## src/rtl/pc_seq_pkg.sv

```systemverilog
// Shared types for the PC sequencer: PC-mux select codes, FSM states and
// the next-PC source priority encoder.
package pc_seq_pkg;

    typedef enum logic [2:0] {
        PC_SRC_PLUS4  = 3'd0,
        PC_SRC_JALR   = 3'd1,
        PC_SRC_BRANCH = 3'd2,
        PC_SRC_JAL    = 3'd3,
        PC_SRC_MTVEC  = 3'd4,
        PC_SRC_MEPC   = 3'd5
    } pc_src_t;

    typedef enum logic [1:0] {
        ST_FETCH = 2'd0,
        ST_EXEC  = 2'd1,
        ST_TRAP  = 2'd2
    } seq_state_t;

    // Several decode flags may be set at once; mret beats jalr beats jal beats branch.
    function automatic pc_src_t next_pc_src(
        input logic is_mret,
        input logic is_jalr,
        input logic is_jal,
        input logic is_branch,
        input logic br_taken
    );
        pc_src_t src;
        if (is_mret)
            src = PC_SRC_MEPC;
        else if (is_jalr)
            src = PC_SRC_JALR;
        else if (is_jal)
            src = PC_SRC_JAL;
        else if (is_branch && br_taken)
            src = PC_SRC_BRANCH;
        else
            src = PC_SRC_PLUS4;
        return src;
    endfunction

endpackage

```

## src/rtl/pc_sequencer_intr_sync.sv

```systemverilog
// Two-flop synchronizer for the external interrupt line; only instantiated
// by pc_sequencer when INTR_SYNC_EN is defined.
module intr_sync (
    input  logic clk,
    input  logic rst,
    input  logic d,
    output logic q
);

    logic meta_q;
    logic sync_q;

    always_ff @(posedge clk or posedge rst) begin
        if (rst) begin
            meta_q <= 1'b0;
            sync_q <= 1'b0;
        end else begin
            meta_q <= d;
            sync_q <= meta_q;
        end
    end

    assign q = sync_q;

endmodule

```

## src/rtl/pc_sequencer.sv

```systemverilog
// Multi-cycle FETCH/EXEC/TRAP sequencer driving the PC mux and PC/IR enables.
// Define INTR_SYNC_EN to route intr through a 2-flop synchronizer before the pending latch.
module pc_sequencer
    import pc_seq_pkg::*;
#(
    parameter int INSTRET_W     = 32,
    parameter int FETCH_TIMEOUT = 255
) (
    input  logic                 CLK,
    input  logic                 RST,
    input  logic                 imem_ready,
    input  logic                 instr_done,
    input  logic                 is_jal,
    input  logic                 is_jalr,
    input  logic                 is_branch,
    input  logic                 br_taken,
    input  logic                 is_mret,
    input  logic                 intr,
    input  logic                 mie,
    output logic                 imem_req,
    output logic [2:0]           pcSource,
    output logic                 pc_write,
    output logic                 ir_write,
    output logic                 mepc_we,
    output logic                 mie_clr,
    output logic                 mie_set,
    output logic                 fetch_err,
    output logic [INSTRET_W-1:0] instret
);

    localparam int TO_W = (FETCH_TIMEOUT < 2) ? 1 : $clog2(FETCH_TIMEOUT + 1);

    seq_state_t           state_q, state_d;
    logic                 pending_q, pending_d;
    logic [INSTRET_W-1:0] instret_q, instret_d;
    logic [TO_W-1:0]      to_cnt_q, to_cnt_d;
    pc_src_t              pc_src;
    logic                 intr_s;
    logic                 irq_now;

`ifdef INTR_SYNC_EN
    intr_sync u_intr_sync (
        .clk (CLK),
        .rst (RST),
        .d   (intr),
        .q   (intr_s)
    );
    // The synchronized path is only trusted once it has landed in the latch.
    assign irq_now = pending_q;
`else
    assign intr_s  = intr;
    assign irq_now = pending_q | intr;
`endif

    always_ff @(posedge CLK or posedge RST) begin
        if (RST) begin
            state_q   <= ST_FETCH;
            pending_q <= 1'b0;
            instret_q <= '0;
            to_cnt_q  <= '0;
        end else begin
            state_q   <= state_d;
            pending_q <= pending_d;
            instret_q <= instret_d;
            to_cnt_q  <= to_cnt_d;
        end
    end

    always_comb begin
        state_d   = state_q;
        pending_d = pending_q | intr_s;
        instret_d = instret_q;
        to_cnt_d  = to_cnt_q;
        pc_src    = PC_SRC_PLUS4;
        imem_req  = 1'b0;
        pc_write  = 1'b0;
        ir_write  = 1'b0;
        mepc_we   = 1'b0;
        mie_clr   = 1'b0;
        mie_set   = 1'b0;
        fetch_err = 1'b0;

        case (state_q)
            ST_FETCH: begin
                imem_req = 1'b1;
                if (imem_ready) begin
                    ir_write = 1'b1;
                    to_cnt_d = '0;
                    state_d  = ST_EXEC;
                end else if (FETCH_TIMEOUT != 0) begin
                    // Request stays up after a timeout; the counter just restarts.
                    if (to_cnt_q == TO_W'(FETCH_TIMEOUT - 1)) begin
                        fetch_err = 1'b1;
                        to_cnt_d  = '0;
                    end else begin
                        to_cnt_d = to_cnt_q + 1'b1;
                    end
                end
            end

            ST_EXEC: begin
                if (instr_done) begin
                    pc_write  = 1'b1;
                    pc_src    = next_pc_src(is_mret, is_jalr, is_jal, is_branch, br_taken);
                    mie_set   = is_mret;
                    instret_d = instret_q + 1'b1;
                    // mie is only restored after mret commits, so never trap at that boundary.
                    if (irq_now && mie && !is_mret) begin
                        pending_d = 1'b0;
                        state_d   = ST_TRAP;
                    end else begin
                        state_d = ST_FETCH;
                    end
                end
            end

            ST_TRAP: begin
                mepc_we  = 1'b1;
                pc_write = 1'b1;
                mie_clr  = 1'b1;
                pc_src   = PC_SRC_MTVEC;
                state_d  = ST_FETCH;
            end

            default: begin
                state_d = ST_FETCH;
            end
        endcase
    end

    assign pcSource = pc_src;
    assign instret  = instret_q;

endmodule

```

## config.mk

```make
export PLATFORM = sky130hd
export DESIGN_NAME = pc_sequencer
export DESIGN_NICKNAME = d
export VERILOG_FILES = /design/src/rtl/pc_seq_pkg.sv /design/src/rtl/pc_sequencer_intr_sync.sv /design/src/rtl/pc_sequencer.sv
export SDC_FILE = /design/constraint.sdc
export NUM_CORES = 1
export LEC_CHECK = 0
export CORE_UTILIZATION = 35
export CTS_CLUSTER_SIZE = 14
export DETAILED_ROUTE_END_ITERATION = 6
export SLEW_MARGIN = 10
export SYNTH_ARGS = -nofsm -noshare
export SYNTH_HDL_FRONTEND = slang
export SYNTH_SLANG_ARGS = --single-unit
```

## constraint.sdc

```tcl
create_clock -name CLK -period 2.2 [get_ports CLK]
set_input_delay 0.44 -clock CLK [delete_from_list [all_inputs] [get_ports CLK]]
set_output_delay 0.44 -clock CLK [all_outputs]
set_load 0.05 [all_outputs]
```

# After elaboration in Yosys (flattened, before gate mapping)

Index checks and enable logic that the tools add are counted.

Reductions and logical operators: 7
Mux-type cells: 26
$add $sub $neg: 2
Bitwise gates (word level): 1
Equality and inequality tests: 5

Operators with widths:

| kind                                           | count |
|---|---|
| adder 32 x 1 -> 32 bit (second input constant) | 1 |
| 2-to-1 mux 8 bit                               | 2 |
| 2-to-1 mux 1 bit                               | 13 |
| 2-to-1 mux 2 bit                               | 6 |
| adder 8 x 1 -> 8 bit (second input constant)   | 1 |
| == test 8 bit (second input constant)          | 1 |
| 2-to-1 mux 3 bit                               | 2 |
| case mux 3 bit (2 select lines)                | 1 |
| inequality test 2 bit (second input constant)  | 2 |
| case mux 2 bit (2 select lines)                | 1 |
| AND reduction 2 bit                            | 2 |
| logical AND 1 bit                              | 3 |
| == test 2 x 1 -> 1 bit (second input constant) | 1 |
| == test 2 bit (second input constant)          | 1 |
| zero test 2 bit                                | 1 |
| case mux 1 bit (2 select lines)                | 1 |
| zero test 1 bit                                | 1 |
| bitwise OR 1 bit                               | 1 |

Output and inout bits: 42
Flip-flop bits (word level): 43
Word-level logic and storage cells: 45

# Depth between registers and ports, before layout

Gate-level depths: netlist of run 1.

Word-level depth: 7
Gate-level depth with buffers: 8
Mapped depth without buffers: 7

# Worst setup path before layout of run 1

OpenSTA, ideal clock, no wires.

Path type: register to output
From: reg state_q[0]
To: out fetch_err
Setup slack: -0.487 ns
Buffers on the path: 0
Arrival time: 2.247 ns
Required time: 1.760 ns
Cell stages (with the launch flop): 5
Path through: dfrtp_1 > inv_1 > ha_1 > nand2b_1 > nor3_1

Word-level cells in the longest chain between the ends: 2

Ends and longest elaborated chain:

| element                | line               | source |
|---|---|---|
| from (decl)            | pc_sequencer.sv:33 | `seq_state_t state_q, state_d;` |
| from (signal assigned) | pc_sequencer.sv:62 | `state_q <= state_d;` |
| zero test 2 bit        | pc_sequencer.sv:83 | `case (state_q)` |
| 2-to-1 mux 1 bit       | pc_sequencer.sv:83 |  |
| to (decl)              | pc_sequencer.sv:27 | `output logic fetch_err,` |

Every way passes these cells.

# Final worst setup path of run 1

From: reg state_q[1]
To: out pcSource[1]

Word-level cells in the longest chain between the ends: 2
Elaborated cells on any way between the ends: 3
Classes of those cells: eq/ne: 2; mux: 1

Ends and longest elaborated chain:

| element                                                 | line               | source |
|---|---|---|
| == test 2 bit or == test 2 x 1 -> 1 bit (tied branches) | pc_sequencer.sv:83 |  |
| case mux 3 bit (2 select lines) (*)                     | pc_sequencer.sv:83 |  |
| to (decl)                                               | pc_sequencer.sv:21 | `output logic [2:0] pcSource,` |

Mark *: on every way between the ends. The rest lies on a longest branch, timed or not.

==> flow_summary.json, run 1 <==
{
  "gp_congestion": 0.738,
  "critPathMaxStageDelay_ns": 0.40,
  "final-instance-count-excl-fill": 336,
  "vias": 1647,
  "p_per_area_nw_per_um2": 826,
  "cp_cell_sequence": "inv_1 -> ha_2 -> and2_1 -> buf_4 -> nand3_1 -> nor2_2 -> buf_12",
  "ant_nets": 0,
  "cp_max_fo": 6,
  "grtUsageTotal_pct": 15.6,
  "hpwl_um": 3260,
  "clkSlewWorstSetupHoldPaths_ns": 0.08,
  "slew_headroom_pct": 59.5,
  "cts_tree": "yes",
  "drt_iter0_markers": 78,
  "vias_per_cell": 4.90,
  "yosysWarnings": 0,
  "power.total_w": 0.00242,
  "core_um2": 5610,
  "cp-start-kind": "register",
  "ys_types": 33,
  "synthCells": 197,
  "grt_max_degree": 44,
  "drt-total-wl_um": 4380,
  "drv_cap": 0,
  "final_common_cell": "dfrtp_1",
  "die_y_um": 78.9,
  "ir_drop_mv": 0.723,
  "row_count": 27,
  "cts_root_buf": "clkbuf_8",
  "chipWidth_um": 78.9,
  "gr-total-overflow": 0,
  "synth_seq_cells": 43,
  "cts.htree.levels": 2,
  "numCtsBuffers": 5,
  "finalCritPeriodShare_pct": 94.6,
  "ff2ff_path_depth": 7,
  "remaining_drc_errors": 0,
  "most-common-layout-cells": "dfrtp_1 (43), clkdlybuf4s50_1 (42), xnor2_1 (24)",
  "worstSkewPairLatency_ns": 0.29,
  "setup_viol": 0,
  "p_leak_nw": 1.30,
  "syn_area_um2": 2070,
  "wire_per_inst_um": 13.0,
  "port_buffers": 52,
  "fmax_mhz": 480,
  "cp.depth": 7,
  "place_inst": 328,
  "hp-class": "register to register",
  "period_minus_slack_ns": 2.08,
  "worstPathRequired_ns": 1.76,
  "grt_pass1_wl_um": 7510,
  "synth_fp_nets": 214,
  "rsz0062_at_grt": "true",
  "tightest_slew_ns": 0.604,
  "critPathSlowestCell": "dfrtp_1",
  "diodes": 0,
  "path_class": "register to output pin",
  "synth.avg_cell_area_um2": 10.5,
  "hold_depth": 1,
  "cts.sinks": 43,
  "antenna_found_initial": 0,
  "endpoint_kind": "output pin",
  "crit_family": "flip-flops",
  "cp_num_buf_inv": 3,
  "status": "finished, final reports clean",
  "io_pins": 53,
  "die_area_um2": 6230,
  "hold_violations": 0,
  "final_layout_size_suffix_gt1_share_pct": 13.3,
  "clk_path_buf_depth": 2,
  "post-cts-setup-buffers": 0,
  "start_util_pct": 36.9,
  "drtPass1Iterations": 4,
  "fin_skew_ns": 0.00619,
  "arrival_ns": 1.64,
  "grt_pass1_vias": 1592,
  "maxSlewViolCount": 0,
  "fin_util_pct": 52.2,
  "layout-area-overhead-vs-synth_pct": 41.2,
  "ys_seq_area_share_pct": 51.9,
  "nets": 280
}
## where the power goes
group          internal (W)  switching (W)
clock network      0.000287       0.000259
registers          0.000865      0.0000963
logic              0.000363       0.000547
total               0.00152       0.000903
## cell type report
| class | count | area [um^2] |
|---|---|---|
| inverter | 8 | 30.0 |
| multi-input combinational | 143 | 971 |
| fill | 542 | 2680 |
| clock buffer | 8 | 100 |
| sequential | 43 | 1080 |
| tap | 72 | 90.1 |
| timing repair buffer | 62 | 658 |
## sequential cells by signal, indices dropped and copies added (netlist names)
name / flops
instret: 32
to_cnt_q: 8
state_q: 2
pending_q: 1
## cells in the mapped netlist
master	n	area share [%]
dfrtp_1	43	52
xnor2_1	24	10
nand2_1	19	3.4
nand3_1	16	3.9
nor2_1	11	2.0
inv_1	8	1.4
nand4_1	8	2.4
o21ai_0	8	1.9
xor2_1	8	3.4
and3_1	6	1.8
ha_1	6	3.6
nor3_1	6	1.4
and4_1	4	1.7
and2_1	3	0.91
nand2b_1	3	0.91
nor2b_1	3	0.91
o21a_1	2	0.72
o22a_1	2	0.85
o22ai_1	2	0.60
o31ai_1	2	0.72
a21o_1	1	0.36
a21oi_1	1	0.24
a22o_1	1	0.42
buf_2	1	0.24
buf_4	1	0.36
clkbuf_1	1	0.18
mux2i_1	1	0.48
nand3_2	1	0.48
nand3b_1	1	0.36
nor4_1	1	0.30
nor4_4	1	1.0
o21ai_1	1	0.24
or3_4	1	0.54
## routing by layer
metal	routed length, um	GRT usage, %	part of all wire (%)
met3	138	2.76	3.2
met5	0	0	0
met1	2240	21.5	51
met2	1920	24.0	44
met4	75	6.55	1.7
## logic make-up after synthesis
group	share of synthesized area (%)
buf+inv	2.23
mux	0.483
simple gates	22.1
fa+ha+maj	3.62
compound gates	6.10
xor+xnor	13.5
flops	51.9
## path summary, 6_finish.rpt
check / start / endpoint / slack [ns]
max: state_q[1] / pcSource[1] / 0.12
min: instret[31] / instret[31] / 0.48
max reg2reg: state_q[1] / instret[31] / 0.31
min reg2reg: instret[31] / instret[31] / 0.48
max in group asynchronous: RST / instret[18] / 1.23
min in group asynchronous: RST / to_cnt_q[6] / 0.59
## repair_timing
item / 4_1_cts / 5_1_grt
hold buffers: 0 / 0
gates resized for setup: 0 / 4
endpoints found under the setup margin: 0 / 2
## stage by stage
stage | hold WS, ns | setup TNS (ns) | setup slack (ns) | instance area [um^2]
floorplan | 0.466 | 0 | 0.0698 | 2080
global placement | 0.472 | 0 | 0.0620 | 2820
detailed placement | 0.470 | 0 | 0.0504 | 2820
CTS | 0.484 | 0 | 0.00718 | 2920
global route | 0.505 | -0.00404 | -0.00404 | 2930
finish | 0.478 | 0 | 0.119 | 2930
No activity file was read; power rests on OpenSTA's default activity.
==> run 2, diff against run 1 <==
--- a/config.mk
+++ b/config.mk
@@ -8,6 +8,7 @@
 export CORE_UTILIZATION = 35
 export CTS_CLUSTER_SIZE = 14
 export DETAILED_ROUTE_END_ITERATION = 6
+export SKIP_CTS_REPAIR_TIMING = 1
 export SLEW_MARGIN = 10
 export SYNTH_ARGS = -nofsm -noshare
 export SYNTH_HDL_FRONTEND = slang
==> results of run 2 <==
No change in the layout: final DEF, timing and power equal those of run 1.
==> run 3, diff against run 2 <==
--- a/config.mk
+++ b/config.mk
@@ -5,6 +5,7 @@
 export SDC_FILE = /design/constraint.sdc
 export NUM_CORES = 1
 export LEC_CHECK = 0
+export CORE_ASPECT_RATIO = 0.7
 export CORE_UTILIZATION = 35
 export CTS_CLUSTER_SIZE = 14
 export DETAILED_ROUTE_END_ITERATION = 6
==> run 3 against run 2 <==
Via count decreased by 2.6%. Sequential cell count unchanged. Largest power group unchanged. Largest cell class unchanged. Sequential power decreased by 0.4%. Highest routed layer unchanged. Register-to-register slack got worse by 0.02 ns.
==> flow_summary.json, run 3 (synthesis results as in run 1) <==
{
  "final-instance-count-excl-fill": 340,
  "worstSkewPairLatency_ns": 0.29,
  "nets": 281,
  "cts_tree": "yes",
  "grt_max_degree": 44,
  "layout-area-overhead-vs-synth_pct": 40.8,
  "period_minus_slack_ns": 2.10,
  "finalCritPeriodShare_pct": 95.3,
  "cp_num_buf_inv": 3,
  "final_common_cell": "dfrtp_1",
  "crit_family": "flip-flops",
  "gp_congestion": 0.784,
  "die_y_um": 66.4,
  "ant_nets": 0,
  "ir_drop_mv": 0.567,
  "drv_cap": 0,
  "fill_cells": 523,
  "cp_cell_sequence": "inv_1 -> ha_2 -> and2_4 -> buf_4 -> nand3_1 -> nor2_2 -> buf_12",
  "antenna_found_initial": 0,
  "vias_per_cell": 4.72,
  "grtUsageTotal_pct": 15.1,
  "wire_per_inst_um": 12.9,
  "path_class": "register to output pin",
  "cts.sinks": 43,
  "remaining_drc_errors": 0,
  "hold_violations": 0,
  "final_layout_size_suffix_gt1_share_pct": 13.6,
  "drt-total-wl_um": 4370,
  "port_buffers": 52,
  "multi_input_area_um2": 968,
  "rsz0062_at_grt": "false",
  "most-common-layout-cells": "dfrtp_1 (43), clkdlybuf4s50_1 (42), xnor2_1 (24)",
  "setup_viol": 0,
  "numCtsBuffers": 5,
  "maxSlewViolCount": 0,
  "vias": 1604,
  "worstPathRequired_ns": 1.76,
  "ff2ff_setup_slack_ns": 0.29,
  "cp-start-kind": "register",
  "endpoint_kind": "output pin",
  "power.total_w": 0.00236,
  "grt_pass1_wl_um": 7220,
  "diodes": 0,
  "clk_path_buf_depth": 2,
  "grt_pass1_vias": 1482,
  "io_pins": 53,
  "p_per_area_nw_per_um2": 810,
  "start_util_pct": 36.2,
  "fmax_mhz": 477,
  "fin_skew_ns": 0.00207,
  "place_inst": 332,
  "cts_root_buf": "clkbuf_8",
  "p_leak_nw": 1.30,
  "row_count": 23,
  "core_um2": 5730,
  "cp_max_fo": 6,
  "die_area_um2": 6240,
  "cts.htree.levels": 2,
  "hpwl_um": 3250,
  "slew_headroom_pct": 60.4,
  "seq_area_um2": 1080,
  "tightest_slew_ns": 0.589,
  "fin_util_pct": 51.0,
  "drt_iter0_markers": 43,
  "critPathSlowestCell": "dfrtp_1",
  "drtPass1Iterations": 4,
  "largest_reg_flops": 32,
  "status": "finished, final reports clean",
  "chipWidth_um": 94.0,
  "gr-total-overflow": 0,
  "critPathMaxStageDelay_ns": 0.40,
  "arrival_ns": 1.66,
  "hp-class": "register to register",
  "clkSlewWorstSetupHoldPaths_ns": 0.08
}
run 3: cell types whose count changed in the layout (fill, tap and decap cells not counted), sizes merged:
| cell | delta |
|---|---|
| buf | +1 |
| clkinv | +3 |
| clkbuf | -3 |
run 3: worst paths after layout:
path	endpoint	cells after the start	startpoint
setup / recovery	pcSource[1]	7	state_q[1]
hold / removal	instret[31]	1	instret[31]
setup reg to reg	instret[31]	7	state_q[1]
hold reg to reg	instret[31]	1	instret[31]
max in group asynchronous	instret[15]	3	RST
min in group asynchronous	state_q[0]	3	RST
run 3: cell type report:
class,count,area share [%]
inverters,8,1.03
well taps,75,3.22
clock inverters,3,0.515
flip-flops and latches,43,36.9
repair buffers,63,22.8
multi-input cells,143,33.2
clock buffers,5,2.36
run 3: routing by layer:
| metal | global-route usage [%] | share of wire [%] |
|---|---|---|
| met1 | 23.2 | 54 |
| met4 | 4.04 | 0.71 |
| met5 | 0 | 0 |
| met3 | 3.68 | 4.2 |
| met2 | 20.5 | 41 |
run 3: stage by stage:
stage | setup slack, ns | cell area (um^2) | setup TNS, ns | hold WS (ns)
floorplan | 0.0698 | 2080 | 0 | 0.466
global placement | 0.0673 | 2830 | 0 | 0.474
detailed placement | -0.00684 | 2830 | -0.00684 | 0.471
CTS | 0.0205 | 2910 | 0 | 0.484
global route | 0.0189 | 2920 | 0 | 0.512
finish | 0.103 | 2920 | 0 | 0.481
run 3: power breakdown:
| part | internal (W) | switching (W) | total (W) |
|---|---|---|---|
| combinational | 0.000368 | 0.000553 | 0.000922 |
| clock | 0.000217 | 0.000267 | 0.000484 |
| sequential | 0.000865 | 0.0000915 | 0.000957 |
